### config.mk
export PLATFORM = sky130hd
export DESIGN_NAME = hazard_stall_ctrl_flat
export DESIGN_NICKNAME = d
export VERILOG_FILES = /design/src/rtl/hazard_stall_ctrl_if.sv /design/src/rtl/hazard_stall_ctrl.sv /design/src/flat_wrapper.sv
export SDC_FILE = /design/constraint.sdc
export NUM_CORES = 1
export LEC_CHECK = 0
export CORE_MARGIN = 2
export CORE_UTILIZATION = 36
export DETAILED_ROUTE_END_ITERATION = 16
export GPL_TIMING_DRIVEN = 0
export PLACE_DENSITY = 0.8
export SKIP_LAST_GASP = 1
export SYNTH_ARGS = -nofsm -noshare
export SYNTH_HDL_FRONTEND = slang
export SYNTH_SLANG_ARGS = --single-unit
### constraint.sdc
create_clock -name clk_i -period 1.2 [get_ports clk_i]
set_input_delay 0.18 -clock clk_i [delete_from_list [all_inputs] [get_ports clk_i]]
set_output_delay 0.18 -clock clk_i [all_outputs]
set_load 0.01 [all_outputs]
### src/rtl/hazard_stall_ctrl_if.sv
// Signal bundle between the pipeline datapath (master) and the hazard/stall controller (slave).
// StallCnt_o is present only when HAZARD_STALL_CNT_EN is defined.
interface hazard_stall_ctrl_if;
  logic        IDEX_MemRead_i;
  logic [4:0]  IDEX_RegDst_i;
  logic [4:0]  IFID_RS1_i;
  logic [4:0]  IFID_RS2_i;
  logic        MemStall_i;
  logic        BranchTaken_i;
  logic        Hazard_o;
  logic        PCWrite_o;
  logic        IFIDWrite_o;
  logic        IFIDFlush_o;
  logic        Freeze_o;
  logic        MemErr_o;
`ifdef HAZARD_STALL_CNT_EN
  logic [15:0] StallCnt_o;
`endif

  modport master (
`ifdef HAZARD_STALL_CNT_EN
    input  StallCnt_o,
`endif
    output IDEX_MemRead_i, IDEX_RegDst_i, IFID_RS1_i, IFID_RS2_i, MemStall_i, BranchTaken_i,
    input  Hazard_o, PCWrite_o, IFIDWrite_o, IFIDFlush_o, Freeze_o, MemErr_o
  );

  modport slave (
`ifdef HAZARD_STALL_CNT_EN
    output StallCnt_o,
`endif
    input  IDEX_MemRead_i, IDEX_RegDst_i, IFID_RS1_i, IFID_RS2_i, MemStall_i, BranchTaken_i,
    output Hazard_o, PCWrite_o, IFIDWrite_o, IFIDFlush_o, Freeze_o, MemErr_o
  );
endinterface

### src/rtl/hazard_stall_ctrl.sv
// Pipeline hazard/stall controller: load-use bubble, branch flush, memory-wait freeze with timeout.
// Optional stall-cycle counter (StallCnt_o) enabled by defining HAZARD_STALL_CNT_EN.
module hazard_stall_ctrl #(
  parameter int MEM_TIMEOUT = 255
) (
  input  logic               clk_i,
  input  logic               rst_i,
  hazard_stall_ctrl_if.slave bus
);

  localparam int CNT_W = $clog2(MEM_TIMEOUT + 1);

  typedef enum logic [1:0] {
    RUN      = 2'd0,
    LU_HOLD  = 2'd1,
    MEM_WAIT = 2'd2
  } state_t;

  state_t           state, state_next;
  logic [CNT_W-1:0] wait_cnt, wait_cnt_next;
  logic             mem_err, timeout;
  logic             lu, lu_act;
  logic             hazard, pc_write, ifid_write, ifid_flush, freeze;

  assign lu = bus.IDEX_MemRead_i && (bus.IDEX_RegDst_i != 5'd0) &&
              ((bus.IDEX_RegDst_i == bus.IFID_RS1_i) || (bus.IDEX_RegDst_i == bus.IFID_RS2_i));
  // The bubble for this load is already in EX while in LU_HOLD, so a second one is suppressed.
  assign lu_act = lu && (state != LU_HOLD);

  // NOTE: sequential state uses non-blocking assignments so every flop samples pre-edge values.
  always_ff @(posedge clk_i) begin
    if (!rst_i) begin
      state    <= RUN;
      wait_cnt <= '0;
      mem_err  <= 1'b0;
    end else begin
      state    <= state_next;
      wait_cnt <= wait_cnt_next;
      if (timeout) mem_err <= 1'b1;
    end
  end

  // NOTE: every combinational output gets a default first so no latch can be inferred.
  always_comb begin
    state_next    = RUN;
    wait_cnt_next = '0;
    timeout       = 1'b0;
    if (bus.MemStall_i) begin
      if (state != MEM_WAIT) begin
        state_next    = MEM_WAIT;
        wait_cnt_next = CNT_W'(1);
      end else if (wait_cnt == CNT_W'(MEM_TIMEOUT)) begin
        timeout = 1'b1;
      end else begin
        state_next    = MEM_WAIT;
        wait_cnt_next = wait_cnt + CNT_W'(1);
      end
    end else if (!bus.BranchTaken_i && lu_act) begin
      state_next = LU_HOLD;
    end
  end

  // Mealy outputs: a MEM_WAIT cycle without MemStall_i resolves exactly like RUN.
  always_comb begin
    hazard     = 1'b0;
    pc_write   = 1'b1;
    ifid_write = 1'b1;
    ifid_flush = 1'b0;
    freeze     = 1'b0;
    if (!rst_i) begin
      hazard     = 1'b1;
      ifid_flush = 1'b1;
      pc_write   = 1'b0;
      ifid_write = 1'b0;
    end else if (bus.MemStall_i) begin
      freeze     = 1'b1;
      pc_write   = 1'b0;
      ifid_write = 1'b0;
    end else if (bus.BranchTaken_i) begin
      ifid_flush = 1'b1;
    end else if (lu_act) begin
      hazard     = 1'b1;
      pc_write   = 1'b0;
      ifid_write = 1'b0;
    end
  end

  assign bus.Hazard_o    = hazard;
  assign bus.PCWrite_o   = pc_write;
  assign bus.IFIDWrite_o = ifid_write;
  assign bus.IFIDFlush_o = ifid_flush;
  assign bus.Freeze_o    = freeze;
  assign bus.MemErr_o    = mem_err;

`ifdef HAZARD_STALL_CNT_EN
  logic [15:0] stall_cnt;

  always_ff @(posedge clk_i) begin
    if (!rst_i) begin
      stall_cnt <= '0;
    end else if (!pc_write && (stall_cnt != 16'hFFFF)) begin
      stall_cnt <= stall_cnt + 16'd1;
    end
  end

  assign bus.StallCnt_o = stall_cnt;
`endif

endmodule
### src/flat_wrapper.sv
// flat-port wrapper written by rule: the top's interface ports become plain ports
module hazard_stall_ctrl_flat 
#(
  parameter int MEM_TIMEOUT = 255
)
  (clk_i, rst_i, bus_IDEX_MemRead_i, bus_IDEX_RegDst_i, bus_IFID_RS1_i, bus_IFID_RS2_i, bus_MemStall_i, bus_BranchTaken_i, bus_Hazard_o, bus_PCWrite_o, bus_IFIDWrite_o, bus_IFIDFlush_o, bus_Freeze_o, bus_MemErr_o);
  hazard_stall_ctrl_if bus_i ();
  input  logic clk_i;
  input  logic rst_i;
  input wire logic [$bits(bus_i.IDEX_MemRead_i)-1:0] bus_IDEX_MemRead_i;
  input wire logic [$bits(bus_i.IDEX_RegDst_i)-1:0] bus_IDEX_RegDst_i;
  input wire logic [$bits(bus_i.IFID_RS1_i)-1:0] bus_IFID_RS1_i;
  input wire logic [$bits(bus_i.IFID_RS2_i)-1:0] bus_IFID_RS2_i;
  input wire logic [$bits(bus_i.MemStall_i)-1:0] bus_MemStall_i;
  input wire logic [$bits(bus_i.BranchTaken_i)-1:0] bus_BranchTaken_i;
  output wire logic [$bits(bus_i.Hazard_o)-1:0] bus_Hazard_o;
  output wire logic [$bits(bus_i.PCWrite_o)-1:0] bus_PCWrite_o;
  output wire logic [$bits(bus_i.IFIDWrite_o)-1:0] bus_IFIDWrite_o;
  output wire logic [$bits(bus_i.IFIDFlush_o)-1:0] bus_IFIDFlush_o;
  output wire logic [$bits(bus_i.Freeze_o)-1:0] bus_Freeze_o;
  output wire logic [$bits(bus_i.MemErr_o)-1:0] bus_MemErr_o;
  assign bus_i.IDEX_MemRead_i = bus_IDEX_MemRead_i;
  assign bus_i.IDEX_RegDst_i = bus_IDEX_RegDst_i;
  assign bus_i.IFID_RS1_i = bus_IFID_RS1_i;
  assign bus_i.IFID_RS2_i = bus_IFID_RS2_i;
  assign bus_i.MemStall_i = bus_MemStall_i;
  assign bus_i.BranchTaken_i = bus_BranchTaken_i;
  assign bus_Hazard_o = bus_i.Hazard_o;
  assign bus_PCWrite_o = bus_i.PCWrite_o;
  assign bus_IFIDWrite_o = bus_i.IFIDWrite_o;
  assign bus_IFIDFlush_o = bus_i.IFIDFlush_o;
  assign bus_Freeze_o = bus_i.Freeze_o;
  assign bus_MemErr_o = bus_i.MemErr_o;
  hazard_stall_ctrl #(.MEM_TIMEOUT(MEM_TIMEOUT)) u_core (.clk_i(clk_i), .rst_i(rst_i), .bus(bus_i));
endmodule
==> results.yml <==
logic_synthesis:
  ys_warn_count: 0
  syn_area_um2: 596
  synth-seq-cells: 11
  syn_nets: 88
  ys_seq_area_frac: 0.370
  netlist_instances: 67
  syn_area_per_cell_um2: 8.89
  ys_types: 23
placement:
  dp_slack_ns: -1.24
  gp_congestion: 0.697
  io_buffers: 25
  dp_cells: 108
  place_area_um2: 887
  dpl.hpwl_mm: 1.18
sta:
  clock_skew_ns: 0.00568
  fin_crit_ns: 1.58
  fin_ws_ns: -0.378
  rsz0062_at_grt: "true"
  timing.final.crit_share: 1.31
  hold_viol: 0
  relSlewSlack: 0.827
  max_freq_mhz: 634
  worst_pin_slew_ns: 0.260
  finalSetupViolations: 8
  drv_slew: 0
  whs_ns: 0.343
detailed_routing:
  vias: 620
  firstDrtPassIters: 4
  routed.top_layer: "met4"
  m1WireLength_um: 665
  dr_wl_met3_um: 169
  met2_length_um: 941
  drt_iter0_drc: 7
  drt-total-wl_mm: 1.80
  wl_per_cell_um: 15.1
  viasPerCell: 5.21
  ant_nets: 0
  drc: 0
clock_network:
  htreeDepth: 1
  cts_tree: "done"
  cts-buffers-inserted: 3
  clkTransAtPathRegs_ns: 0.07
  cts_sinks: 11
  cts_max_path_buffers: 2
  root_buffer: "clkbuf_4"
  cts_hold_buf: 0
  clk_latency_ns: 0.27
floorplanning:
  start_util: 0.391
  die_w_um: 44.7
  rows: 14
  core_area_mm2: 0.00152
  die_y_um: 44.7
  die-area_mm2: 0.00200
  num_io_pins: 26
cells_and_area:
  final-seq-area_um2: 223
  nets: 125
  drive_above_1_share: 0.408
  syn_to_final_growth_pct: 73.3
  post-route-util: 0.677
  multi_input_area_um2: 465
  fin_area_mm2: 0.00103
  fillers: 126
  antenna_cells: 0
  stdcell_count: 119
pwr:
  power_density_mw_per_mm2: 784
  ir_drop_mv: 0.685
  leakagePower_uw: 0.000428
setup_path:
  startpoint_type: "primary input"
  cp_data_arrival_time_ns: 1.40
  critPathBufInv: 3
  worstSetupPathType: "in -> out"
  critPathMostFrequentCell: "buf_6"
  crit_required_ns: 1.02
  worstPathMaxFanout: 2
  path_cells: "buf_8, or4_4, o2111ai_4, o21ba_4, buf_6, buf_6"
  critPathCaptureType: "output port"
  cp_slowest_cell: "or4_4"
  r2r_slack_ns: -0.07
  cpLargestDelayFamily: "simple AND/OR/NAND/NOR gates"
  slowest_delay_ns: 0.54
global_route:
  grtUsageTotal: 0.197
  grt_max_degree: 7
  grt_pass1_vias: 620
  antenna_found_initial: 0
  grt_pass1_wl_mm: 2.71
  grt_overflow_total: 0
job:
  maxCapViolCount: 0
run_status:
  status: "finished with violations"
  violations: "negative setup slack"
min_path:
  hold_class: "in -> reg"
## through the flow
stage,setup TNS (ns),total power [uW]
6_report,-1.38,809
5_1_grt,-1.77,841
4_1_cts,-1.26,802
3_5_place_dp,-5.71,547
3_3_place_gp,-5.38,542
2_1_floorplan,-0.280,442
## placed cells by master (no fill, tap or decap), types with 2 or more instances in the layout
master           count
and3_1               2
and3_4               2
buf_2                5
buf_4                5
buf_6                5
clkbuf_4             3
clkdlybuf4s15_2      2
clkdlybuf4s50_1      2
dfxtp_1              9
dfxtp_2              2
dlygate4sd2_1       12
inv_1                2
nand3_1              3
nor2_1               8
nor3_1               2
xnor2_1              3
xor2_1              13
## layout make-up
cell class / instances / area share
plain buffers: 1 / 0.0109
well taps: 16 / 0.0194
clock buffers: 4 / 0.0255
multi-input cells: 52 / 0.451
inverters: 3 / 0.0109
flip-flops and latches: 11 / 0.216
repair buffers: 32 / 0.267
## layer usage
| layer | track usage | vias to the layer above |
|---|---|---|
| met5 | 0 | - |
| met4 | 0.145 | 0 |
| met3 | 0.0286 | 4 |
| met2 | 0.357 | 26 |
| met1 | 0.200 | 290 |
| li1 | - | 300 |
## worst register-to-register path, stage by stage (launching register included)
cell and delay, ns:
dfxtp_2 0.34, ha_4 0.16, and3_4 0.17, and3_4 0.19, or2_4 0.26, nor2_1 0.08
## Yosys cell counts
master | n | share of area
and3_1 | 4 | 0.042
a21oi_1 | 1 | 0.0084
or2_1 | 1 | 0.011
nand3_1 | 4 | 0.034
nand2b_1 | 2 | 0.021
a21boi_0 | 1 | 0.013
nor3_1 | 3 | 0.025
a31oi_1 | 1 | 0.011
nand2_1 | 1 | 0.0063
nor2b_1 | 2 | 0.021
o21ai_0 | 1 | 0.0084
ha_1 | 1 | 0.021
or4_4 | 1 | 0.019
o31ai_1 | 1 | 0.013
o21ba_1 | 1 | 0.017
inv_1 | 3 | 0.019
nor2_1 | 9 | 0.057
xor2_1 | 13 | 0.19
a22oi_1 | 1 | 0.013
xnor2_1 | 3 | 0.044
buf_4 | 1 | 0.013
o2111ai_2 | 1 | 0.025
dfxtp_1 | 11 | 0.37
## sequential cells by signal, indices dropped and copies added, names as in the netlist
| name | cells |
|---|---|
| u_core.wait_cnt | 8 |
| u_core.state | 2 |
| u_core.bus.MemErr_o | 1 |
## kinds of logic (layout without fill, tap and decap cells)
kind of cell / count (synthesis) / count (layout) / share of synthesized area
and+or+nand+nor: 27 / 27 / 0.235
xor gates and xnor gates: 16 / 16 / 0.235
DFF: 11 / 11 / 0.370
AOI/OAI and AO/OA: 8 / 8 / 0.107
buffers and inverters: 4 / 40 / 0.0315
adders and majority gates: 1 / 1 / 0.0210
## worst paths after layout
check                                           from                  end  cells past startpoint
worst max-delay path            bus_IDEX_RegDst_i[4]        bus_PCWrite_o                      6
worst min-delay path                           rst_i  u_core.bus.MemErr_o                      2
worst max register to register    u_core.wait_cnt[0]   u_core.wait_cnt[1]                      5
worst min register to register    u_core.wait_cnt[6]   u_core.wait_cnt[6]                      2
## where the power goes
part | internal, uW | total [uW] | switching (uW)
clock | 129 | 253 | 124
combinational | 101 | 182 | 81.0
sequential | 370 | 373 | 3.84
## what timing repair did
item,CTS,global route
resized for setup,68,14
buffers inserted,5,2
endpoints found under the setup margin,13,11
pin swaps,17,9
Note: power is estimated with default switching activity, not from simulation.
